`src/rtl/fb_port_arbiter_if.sv`:
```
// fb_port_arbiter_if
//   Bundles the two requester handshakes and framebuffer RAM port B into one
//   interface. The arbiter uses the master view; requesters plus the RAM use
//   the slave view.
//   Requester N: rdN/wrN/xN/yN/wdataN in, ackN/rdataN/errN out (N = 0, 1).
//   RAM port B : x_b/y_b/read_b/write_b/in_b out, out_b/rdy_b in.
//   Status     : busy out.
interface fb_port_arbiter_if;
  logic       rd0, wr0, wdata0, ack0, rdata0, err0;
  logic [8:0] x0;
  logic [7:0] y0;
  logic       rd1, wr1, wdata1, ack1, rdata1, err1;
  logic [8:0] x1;
  logic [7:0] y1;
  logic [8:0] x_b;
  logic [7:0] y_b;
  logic       read_b, write_b, in_b, out_b, rdy_b;
  logic       busy;

  modport master (
    input  rd0, wr0, x0, y0, wdata0,
    output ack0, rdata0, err0,
    input  rd1, wr1, x1, y1, wdata1,
    output ack1, rdata1, err1,
    output x_b, y_b, read_b, write_b, in_b,
    input  out_b, rdy_b,
    output busy
  );

  modport slave (
    output rd0, wr0, x0, y0, wdata0,
    input  ack0, rdata0, err0,
    output rd1, wr1, x1, y1, wdata1,
    input  ack1, rdata1, err1,
    input  x_b, y_b, read_b, write_b, in_b,
    output out_b, rdy_b,
    input  busy
  );
endinterface

```
`src/rtl/fb_port_arbiter.sv`:
```
// fb_port_arbiter
//   Round-robin arbiter between two pixel requesters for framebuffer RAM
//   port B. Each grant becomes one single-cycle read/write strobe; the RAM
//   answers with rdy_b. Out-of-range coordinates are rejected without a RAM
//   access, and a RAM that never answers is abandoned after TIMEOUT cycles.
//   Ports: clk, rst (synchronous, active high), bus (master view of
//   fb_port_arbiter_if: requester handshakes, RAM port B, busy).
module fb_port_arbiter #(
  parameter int FB_W    = 320,
  parameter int FB_H    = 200,
  parameter int TIMEOUT = 64
) (
  input  logic               clk,
  input  logic               rst,
  fb_port_arbiter_if.master  bus
);

  localparam int             CW       = $clog2(TIMEOUT);
  localparam logic [9:0]     FB_W_L   = 10'(FB_W);
  localparam logic [8:0]     FB_H_L   = 9'(FB_H);
  // WAIT ends when the incremented count would reach TIMEOUT-1.
  localparam logic [CW-1:0]  CNT_LAST = CW'(TIMEOUT - 2);

  typedef enum logic [1:0] {IDLE, ISSUE, WAIT, ACK} state_t;

  state_t          state_reg;
  logic            grant_reg, last_reg, is_write_reg;
  logic [8:0]      x_reg;
  logic [7:0]      y_reg;
  logic            wdata_reg;
  logic [CW-1:0]   cnt_reg;
  logic            read_b_reg, write_b_reg;
  logic [1:0]      ack_reg, rdata_reg, err_reg;

  logic [1:0]      rd_w, wr_w, wdata_w, pend_w, bad_w;
  logic [8:0]      x_w [2];
  logic [7:0]      y_w [2];
  logic            sel_w;

  assign rd_w    = {bus.rd1, bus.rd0};
  assign wr_w    = {bus.wr1, bus.wr0};
  assign wdata_w = {bus.wdata1, bus.wdata0};
  assign x_w[0]  = bus.x0;
  assign x_w[1]  = bus.x1;
  assign y_w[0]  = bus.y0;
  assign y_w[1]  = bus.y1;

  generate
    for (genvar gi = 0; gi < 2; gi++) begin : g_req
      assign pend_w[gi] = rd_w[gi] | wr_w[gi];
      assign bad_w[gi]  = ({1'b0, x_w[gi]} >= FB_W_L) || ({1'b0, y_w[gi]} >= FB_H_L);
    end
  endgenerate

  // On a tie the requester not served last wins; otherwise whoever is pending.
  assign sel_w = (pend_w == 2'b11) ? ~last_reg : pend_w[1];

  always_ff @(posedge clk) begin
    if (rst) begin
      state_reg    <= IDLE;
      grant_reg    <= 1'b0;
      last_reg     <= 1'b1;
      is_write_reg <= 1'b0;
      x_reg        <= '0;
      y_reg        <= '0;
      wdata_reg    <= 1'b0;
      cnt_reg      <= '0;
      read_b_reg   <= 1'b0;
      write_b_reg  <= 1'b0;
      ack_reg      <= '0;
      rdata_reg    <= '0;
      err_reg      <= '0;
    end else begin
      read_b_reg  <= 1'b0;
      write_b_reg <= 1'b0;
      case (state_reg)
        IDLE: begin
          ack_reg <= '0;
          if (|pend_w) begin
            grant_reg    <= sel_w;
            last_reg     <= sel_w;
            is_write_reg <= wr_w[sel_w];
            x_reg        <= x_w[sel_w];
            y_reg        <= y_w[sel_w];
            wdata_reg    <= wdata_w[sel_w];
            if (bad_w[sel_w]) begin
              state_reg        <= ACK;
              ack_reg[sel_w]   <= 1'b1;
              err_reg[sel_w]   <= 1'b1;
              rdata_reg[sel_w] <= 1'b0;
            end else begin
              // Strobe is registered so it is high during the ISSUE cycle.
              state_reg   <= ISSUE;
              read_b_reg  <= ~wr_w[sel_w];
              write_b_reg <= wr_w[sel_w];
            end
          end
        end
        ISSUE: begin
          state_reg <= WAIT;
          cnt_reg   <= '0;
        end
        WAIT: begin
          if (bus.rdy_b) begin
            state_reg            <= ACK;
            ack_reg[grant_reg]   <= 1'b1;
            err_reg[grant_reg]   <= 1'b0;
            rdata_reg[grant_reg] <= is_write_reg ? 1'b0 : bus.out_b;
          end else if (cnt_reg == CNT_LAST) begin
            state_reg            <= ACK;
            ack_reg[grant_reg]   <= 1'b1;
            err_reg[grant_reg]   <= 1'b1;
            rdata_reg[grant_reg] <= 1'b0;
          end else begin
            cnt_reg <= cnt_reg + 1'b1;
          end
        end
        ACK: begin
          ack_reg   <= '0;
          state_reg <= IDLE;
        end
        default: state_reg <= IDLE;
      endcase
    end
  end

  assign bus.x_b     = x_reg;
  assign bus.y_b     = y_reg;
  assign bus.in_b    = wdata_reg;
  assign bus.read_b  = read_b_reg;
  assign bus.write_b = write_b_reg;
  assign bus.ack0    = ack_reg[0];
  assign bus.ack1    = ack_reg[1];
  assign bus.rdata0  = rdata_reg[0];
  assign bus.rdata1  = rdata_reg[1];
  assign bus.err0    = err_reg[0];
  assign bus.err1    = err_reg[1];
  assign bus.busy    = (state_reg != IDLE);

endmodule

```
`src/flat_wrapper.sv`:
```
// flat-port wrapper written by rule: the top's interface ports become plain ports
module fb_port_arbiter_flat 
#(
  parameter int FB_W    = 320,
  parameter int FB_H    = 200,
  parameter int TIMEOUT = 64
)
  (clk, rst, bus_rd0, bus_wr0, bus_x0, bus_y0, bus_wdata0, bus_ack0, bus_rdata0, bus_err0, bus_rd1, bus_wr1, bus_x1, bus_y1, bus_wdata1, bus_ack1, bus_rdata1, bus_err1, bus_x_b, bus_y_b, bus_read_b, bus_write_b, bus_in_b, bus_out_b, bus_rdy_b, bus_busy);
  fb_port_arbiter_if bus_i ();
  input  logic clk;
  input  logic rst;
  input wire logic [$bits(bus_i.rd0)-1:0] bus_rd0;
  input wire logic [$bits(bus_i.wr0)-1:0] bus_wr0;
  input wire logic [$bits(bus_i.x0)-1:0] bus_x0;
  input wire logic [$bits(bus_i.y0)-1:0] bus_y0;
  input wire logic [$bits(bus_i.wdata0)-1:0] bus_wdata0;
  output wire logic [$bits(bus_i.ack0)-1:0] bus_ack0;
  output wire logic [$bits(bus_i.rdata0)-1:0] bus_rdata0;
  output wire logic [$bits(bus_i.err0)-1:0] bus_err0;
  input wire logic [$bits(bus_i.rd1)-1:0] bus_rd1;
  input wire logic [$bits(bus_i.wr1)-1:0] bus_wr1;
  input wire logic [$bits(bus_i.x1)-1:0] bus_x1;
  input wire logic [$bits(bus_i.y1)-1:0] bus_y1;
  input wire logic [$bits(bus_i.wdata1)-1:0] bus_wdata1;
  output wire logic [$bits(bus_i.ack1)-1:0] bus_ack1;
  output wire logic [$bits(bus_i.rdata1)-1:0] bus_rdata1;
  output wire logic [$bits(bus_i.err1)-1:0] bus_err1;
  output wire logic [$bits(bus_i.x_b)-1:0] bus_x_b;
  output wire logic [$bits(bus_i.y_b)-1:0] bus_y_b;
  output wire logic [$bits(bus_i.read_b)-1:0] bus_read_b;
  output wire logic [$bits(bus_i.write_b)-1:0] bus_write_b;
  output wire logic [$bits(bus_i.in_b)-1:0] bus_in_b;
  input wire logic [$bits(bus_i.out_b)-1:0] bus_out_b;
  input wire logic [$bits(bus_i.rdy_b)-1:0] bus_rdy_b;
  output wire logic [$bits(bus_i.busy)-1:0] bus_busy;
  assign bus_i.rd0 = bus_rd0;
  assign bus_i.wr0 = bus_wr0;
  assign bus_i.x0 = bus_x0;
  assign bus_i.y0 = bus_y0;
  assign bus_i.wdata0 = bus_wdata0;
  assign bus_ack0 = bus_i.ack0;
  assign bus_rdata0 = bus_i.rdata0;
  assign bus_err0 = bus_i.err0;
  assign bus_i.rd1 = bus_rd1;
  assign bus_i.wr1 = bus_wr1;
  assign bus_i.x1 = bus_x1;
  assign bus_i.y1 = bus_y1;
  assign bus_i.wdata1 = bus_wdata1;
  assign bus_ack1 = bus_i.ack1;
  assign bus_rdata1 = bus_i.rdata1;
  assign bus_err1 = bus_i.err1;
  assign bus_x_b = bus_i.x_b;
  assign bus_y_b = bus_i.y_b;
  assign bus_read_b = bus_i.read_b;
  assign bus_write_b = bus_i.write_b;
  assign bus_in_b = bus_i.in_b;
  assign bus_i.out_b = bus_out_b;
  assign bus_i.rdy_b = bus_rdy_b;
  assign bus_busy = bus_i.busy;
  fb_port_arbiter #(.FB_W(FB_W), .FB_H(FB_H), .TIMEOUT(TIMEOUT)) u_core (.clk(clk), .rst(rst), .bus(bus_i));
endmodule
```
`config.mk`:
```
export PLATFORM = sky130hd
export DESIGN_NAME = fb_port_arbiter_flat
export DESIGN_NICKNAME = d
export VERILOG_FILES = /design/src/rtl/fb_port_arbiter_if.sv /design/src/rtl/fb_port_arbiter.sv /design/src/flat_wrapper.sv
export SDC_FILE = /design/constraint.sdc
export NUM_CORES = 1
export LEC_CHECK = 0
export ABC_AREA = 0
export ABC_CLOCK_PERIOD_IN_PS = 2630
export CAP_MARGIN = 40
export CORE_AREA = 2 2 80 67
export DETAILED_ROUTE_END_ITERATION = 8
export DIE_AREA = 0 0 82 69
export PLACE_DENSITY = 0.72
export SKIP_CTS_REPAIR_TIMING = 1
export SYNTH_ARGS = -nofsm -noshare
export SYNTH_HDL_FRONTEND = slang
export SYNTH_SLANG_ARGS = --single-unit
```
`constraint.sdc`:
```
create_clock -name clk -period 2.63 [get_ports clk]
set_clock_uncertainty 0.05 [all_clocks]
set_input_delay 0.3945 -clock clk [delete_from_list [all_inputs] [get_ports clk]]
set_output_delay 0.3945 -clock clk [all_outputs]
set_load 0.005 [all_outputs]
```
== Word level (Yosys, flattened, before mapping) ==
Index checks and enable logic that the tools add are counted.

* Register bits after elaboration: 37
* Bits in latches: 0
* RAM bits: 0
* ROM bits: 0
* Input bits: 44
* Logic and storage cells: 106
* Memories: 0

* $add $sub $neg: 1
* Multiply operators: 0
* Div/mod/pow operators: 0
* Order comparisons: 9
* Equality and inequality tests: 10
* Shift-type cells: 0
* Mux-type cells: 42
* Bitwise logic cells: 15
* Reductions and logical operators: 16

{| class="wikitable"
|+ Operators with widths
! cell !! number
|-
| $mux 2 || 16
|-
| $mux 9 || 3
|-
| $mux 8 || 3
|-
| $ge 9x9->1 const B || 2
|-
| $ge 8x8->1 const B || 2
|-
| $mux 6 || 2
|-
| $pmux 6 s2 || 1
|-
| $mux 1 || 10
|-
| $pmux 2 s2 || 2
|-
| $pmux 2 s4 || 1
|-
| $add 6x1->6 const B || 1
|-
| $and 2x2->2 || 3
|-
| $eq 2x2->1 const B || 3
|-
| $eq 6x6->1 const B || 1
|-
| $or 2x2->2 || 3
|-
| $pmux 2 s3 || 1
|-
| $reduce_and 2->1 || 3
|-
| $reduce_bool 2->1 || 3
|-
| $lt 1x2->1 const B || 2
|-
| $ne 2x1->1 const B || 2
|-
| $ne 2x2->1 const B || 2
|-
| $not 1->1 || 4
|-
| $not 2->2 || 2
|-
| $reduce_and 4->1 || 1
|-
| other kinds (15) || 20
|}

== Depth between registers and ports, before layout ==
* Depth in word-level cells: 12
* Mapped depth: 8
* Gate-level depth less buffers: 7

== Least setup slack after synthesis ==
Ideal clock, no wire load.

* Path type: flip-flop to flip-flop
* From: register u_core.state_reg[0]
* To: register u_core.rdata_reg[1]
* Setup time: 70 ps
* Arrival time: 1769 ps
* Data required time: 2510 ps
* Slack: 741 ps
* Cell stages (with the launch flop): 8
* Period minus slack after synthesis: 1889 ps
* Path through: dfxtp_1 inv_1 ha_1 nand2b_1 a31oi_1 a211o_1 or4_1 a21oi_1

* Longest elaborated chain between the ends: 3
* Elaborated cells on any way between the ends: 8
* Those cells by class: eq/ne (4); mux (1); reduce/logical (3)

{| class="wikitable"
|+ RTL lines
! what !! line !! RTL
|-
| start, declared || fb_port_arbiter.sv:26 || <nowiki>state_t state_reg;</nowiki>
|-
| start signal, assigned || fb_port_arbiter.sv:60 || <nowiki>state_reg <= IDLE;</nowiki>
|-
| start signal, assigned || fb_port_arbiter.sv:87 || <nowiki>state_reg <= ACK;</nowiki>
|-
| start signal, assigned || fb_port_arbiter.sv:93 || <nowiki>state_reg <= ISSUE;</nowiki>
|-
| $eq 2x2->1 or $logic_not 2->1 (tied branches) || fb_port_arbiter.sv:76 || <nowiki>case (state_reg)</nowiki>
|-
| $ne 3x2->1 (no source line), or another cell as far along || - ||
|-
| $reduce_and 4->1 (no source line) || - ||
|-
| end signal, assigned by index || fb_port_arbiter.sv:108 || <nowiki>rdata_reg[grant_reg] <= is_write_reg ? 1'b0 : bus.out_b;</nowiki>
|-
| end, declared || fb_port_arbiter.sv:33 || <nowiki>logic [1:0] ack_reg, rdata_reg, err_reg;</nowiki>
|}

Several ways; a longest one is shown, not always the timed one.
A chain may end at the register's enable or synchronous reset.

== Worst setup path after layout ==
Same ends and word-level chain as after synthesis.

==> results.md <==
Floorplan:
- The die is 69 um tall.
- The floorplan step set the die width to 82 um.
- The total die area is 5660 um2.
- The effective utilization at floorplan is 38.8%.
- The placement row count is 23.
- For this design the top-level I/O count stands at 71.
- The placeable core area is 4830 um2.

Synth:
- The number of enable flip-flop cells after synthesis is 0.
- The average size of a mapped cell is 8.38 um2.
- In this run, distinct cell masters in the synthesized netlist total 43.
- The fraction of synthesis flops using an asynchronous set or reset pin is 0%.
- During synthesis, Yosys emitted a total of 0 warnings.
- Among all flip-flop cells after synthesis, the most frequent one is sky130_fd_sc_hd__dfxtp_1.
- Summing every instance area after synthesis gives 1880 um2.
- After technology mapping, the gate count stands at 224.
- After synthesis the netlist holds a flip-flop and latch count of 37.
- Counting every net in the synthesized netlist gives 274.
- The sequential element share of the synthesized area is 39.5%.

Min path:
- The tightest min-delay check is of the reg2reg type.
- The count of cells along the worst hold path is 2.
- The worst min-delay path startpoint is u_core.is_write_reg$_SDFFE_PP0P_.
- The end point of the most critical hold path is u_core.is_write_reg$_SDFFE_PP0P_.

Final layout:
- The register with the most flip-flops in the layout has 9 of them.
- The area growth from synthesis to final layout is 47.0%.
- The filler cells instantiated in the layout total 463.
- The post-layout net count is 346.
- The post-route netlist has 7.74% of its cells at a drive strength greater than 1.
- Excluding fillers, the count of instances in the completed layout stands at 359.
- The share of the core filled with cells in the final layout is 57.1%.
- The count of antenna diodes in the layout is 0.

Detailed routing:
- Dividing the detail-routed wire length by the instance count gives 14.0 um.
- The count of routing violations after the opening detailed-route iteration is 103.
- The post-detailed-routing wire length is 5040 um.
- The via count is 1879.
- In the routed design, unresolved DRC markers number 0.
- The number of routed nets with antenna violations is 0.
- For this run, the detailed router's first-pass iteration total came to 4.
- After detailed routing, the number of vias per cell comes to 5.23.

Setup path:
- Data on the critical path is required at its endpoint by 2.80 ns.
- The startpoint class of the critical path is a register.
- The worst setup path is captured at a register.
- The highest fanout seen on the critical path is 8.
- The capture point of the worst reg-to-reg path is u_core.rdata_reg[1]$_SDFFE_PP0P_.
- By startpoint and endpoint, the worst setup path is classified as reg2reg.
- The data arrival time of the critical path is 2.36 ns.
- Across all register-to-register paths, the minimum setup slack is 0.44 ns.
- Counting cells, the worst reg-to-reg path comes to 7.
- In this run the critical register-to-register path is launched from u_core.state_reg[0]$_SDFFE_PP0P_.

Global routing:
- The number of antenna violations at the first check in global routing is 0.
- The first global-routing pass estimated 8130 um of wire.
- Global routing finished with a remaining overflow of 0.
- The maximum number of pins on one net before global-route repair is 38.
- The aggregate global-route resource usage is 18.0%.
- The via count of the first global-routing pass came to 1730.

STA:
- The count of final max-slew check failures is 0.
- The worst hold slack across all endpoints is 0.427 ns.
- Setup repair after global routing left no endpoint under its margin.
- The smallest clock period supported by the final layout is computed as 2.19 ns.
- The final setup violation count is 0.
- The final worst-path cycle share is 83.4%.
- The hold violation count in the final report is 0.
- Based on the critical path, the design can be clocked at up to 456 MHz.
- Headroom to the max-slew limit came out at 61.8%.
- Setup total negative slack on the finished layout was measured at 0 ns.
- At the pin with the least slew margin, the transition time is 0.566 ns.

Power:
- For this design the ratio of total power to cell area is 944 nW/um2.
- IR analysis of the VDD net gives a maximum drop of 0.000447 V.
- The sum of internal, switching and leakage power is 0.00261 W.
- In this run the static leakage power is 1.09 nW.

Place:
- Routability-driven placement finished with a final weighted congestion of 0.864.
- Counting tap cells, the placed design contains a total of 351 instances.
- Buffers placed on the I/O ports in this run total 70.
- Once detailed placement completed, the half-perimeter wirelength came to 3830 um.

Clocking:
- Clock-pin slew was measured on the worst setup and hold paths at 0.07 ns.
- Buffers inserted during clock tree synthesis total 5.
- TritonCTS built the clock tree.
- The clock latency reported for the late side of the worst-skew pair is 0.29 ns.
- The tree built by TritonCTS fans out to 37 sinks.
- The tree is rooted in a sky130_fd_sc_hd__clkbuf_8.
- The longest clock path from root to sink contains 2 buffers.
- The H-tree depth is 2.

Status:
- The flow ran to the end, and the final reports show no timing, DRC or antenna violations.

Flow run:
- The number of violations of the max-capacitance limit is 0.
-- metal layers --
metal,vias to the layer above,GRT usage (%),part of all wire [%]
met5,-,0,0
met4,0,4.81,0.46
met3,4,5.24,7.5
met2,65,26.9,45
met1,849,25.1,47
li1,961,-,-
-- through the flow --
step	setup slack [ns]	instance area (um2)
2_1_floorplan	0.741	1880
3_3_place_gp	0.271	2660
3_5_place_dp	0.213	2660
5_1_grt	0.288	2760
6_report	0.435	2760
4_1_cts	0.431	2760
-- critical path, stage by stage (launching register included) --
cell and delay, ns:
sky130_fd_sc_hd__dfxtp_1 0.39, sky130_fd_sc_hd__inv_1 0.08, sky130_fd_sc_hd__ha_1 0.29, sky130_fd_sc_hd__nand2b_1 0.20, sky130_fd_sc_hd__a31oi_1 0.09, sky130_fd_sc_hd__a211o_1 0.34, sky130_fd_sc_hd__or4_1 0.54, sky130_fd_sc_hd__a21oi_1 0.14
-- synth_stat cells (2+ instances only) --
cell | n | area share (%)
sky130_fd_sc_hd__nor2_1 | 33 | 6.6
sky130_fd_sc_hd__o41ai_1 | 2 | 0.93
sky130_fd_sc_hd__o2111ai_1 | 4 | 1.9
sky130_fd_sc_hd__xor2_1 | 4 | 1.9
sky130_fd_sc_hd__buf_2 | 4 | 1.1
sky130_fd_sc_hd__mux2i_1 | 8 | 4.3
sky130_fd_sc_hd__a31oi_1 | 2 | 0.67
sky130_fd_sc_hd__a211o_1 | 2 | 0.93
sky130_fd_sc_hd__o21ai_1 | 3 | 0.80
sky130_fd_sc_hd__dfxtp_1 | 37 | 39
sky130_fd_sc_hd__ha_1 | 6 | 4.0
sky130_fd_sc_hd__nor3_1 | 3 | 0.80
sky130_fd_sc_hd__inv_1 | 9 | 1.8
sky130_fd_sc_hd__clkbuf_1 | 7 | 1.4
sky130_fd_sc_hd__o21ai_0 | 7 | 1.9
sky130_fd_sc_hd__o311ai_1 | 2 | 0.93
sky130_fd_sc_hd__a211oi_1 | 9 | 3.6
sky130_fd_sc_hd__and3_1 | 3 | 1.0
sky130_fd_sc_hd__nand2_1 | 27 | 5.4
sky130_fd_sc_hd__a311oi_1 | 11 | 5.1
sky130_fd_sc_hd__nand2b_1 | 4 | 1.3
sky130_fd_sc_hd__o311ai_0 | 4 | 1.9
sky130_fd_sc_hd__a21oi_1 | 12 | 3.2
sky130_fd_sc_hd__inv_2 | 2 | 0.40
-- where the power goes --
part	leakage [nW]	total, W	internal (W)	switching (W)
Clock	0.0512	0.000420	0.000212	0.000207
Combinational	0.730	0.00132	0.000653	0.000666
Sequential	0.305	0.000868	0.000749	0.000119
Total	1.09	0.00261	0.00161	0.000992
-- cell usage in the layout, fill, tap and decap left out, drive strengths merged, types with 3 or more instances in the layout --
cell type,count
mux2i,8
ha,6
and3,3
buf,8
a211oi,9
o311ai,6
nor2,33
a311oi,11
a21oi,12
o2111ai,4
nand2b,4
nand2,27
o21ai,10
dfxtp,37
clkdlybuf4s50,70
inv,11
clkbuf,6
nor3,3
xor2,4
-- logic make-up (layout without fill, tap and decap cells) --
family                     Yosys count  in the layout  share of synthesized area, %
and+or+nand+nor                     80             80                          19.3
AOI/OAI and AO/OA                   64             64                          25.1
muxes                                9              9                          5.07
adders and majority gates            6              6                          4.00
buffers and inverters               24             97                          5.13
xor gates and xnor gates             4              4                          1.87
DFF                                 37             37                          39.5
-- worst max-delay path by stage --
| stage | startpoint | to | cells past startpoint |
|---|---|---|---|
| 6_report | u_core.state_reg[0]$_SDFFE_PP0P_ | u_core.rdata_reg[1]$_SDFFE_PP0P_ | 7 |
| 3_5_place_dp | bus_y0[4] | u_core.bus.write_b$_SDFF_PP0_ | 6 |
| 5_1_grt | u_core.state_reg[0]$_SDFFE_PP0P_ | u_core.rdata_reg[1]$_SDFFE_PP0P_ | 7 |
| 4_1_cts | u_core.state_reg[0]$_SDFFE_PP0P_ | bus_busy | 4 |
| 2_1_floorplan | u_core.state_reg[0]$_SDFFE_PP0P_ | u_core.rdata_reg[1]$_SDFFE_PP0P_ | 7 |
| 3_3_place_gp | bus_wr0 | u_core.rdata_reg[1]$_SDFFE_PP0P_ | 6 |
-- final cells by class --
type | instances | area [um2] | area share (%)
clock buffers | 6 | 82.6 | 2.99
clock inverters | 2 | 13.8 | 0.499
inverters | 11 | 41.3 | 1.50
multi-input cells | 163 | 1040 | 37.8
flip-flops and latches | 37 | 741 | 26.8
well taps | 62 | 77.6 | 2.81
repair buffers | 78 | 761 | 27.6
(Power assumes the default switching activity.)
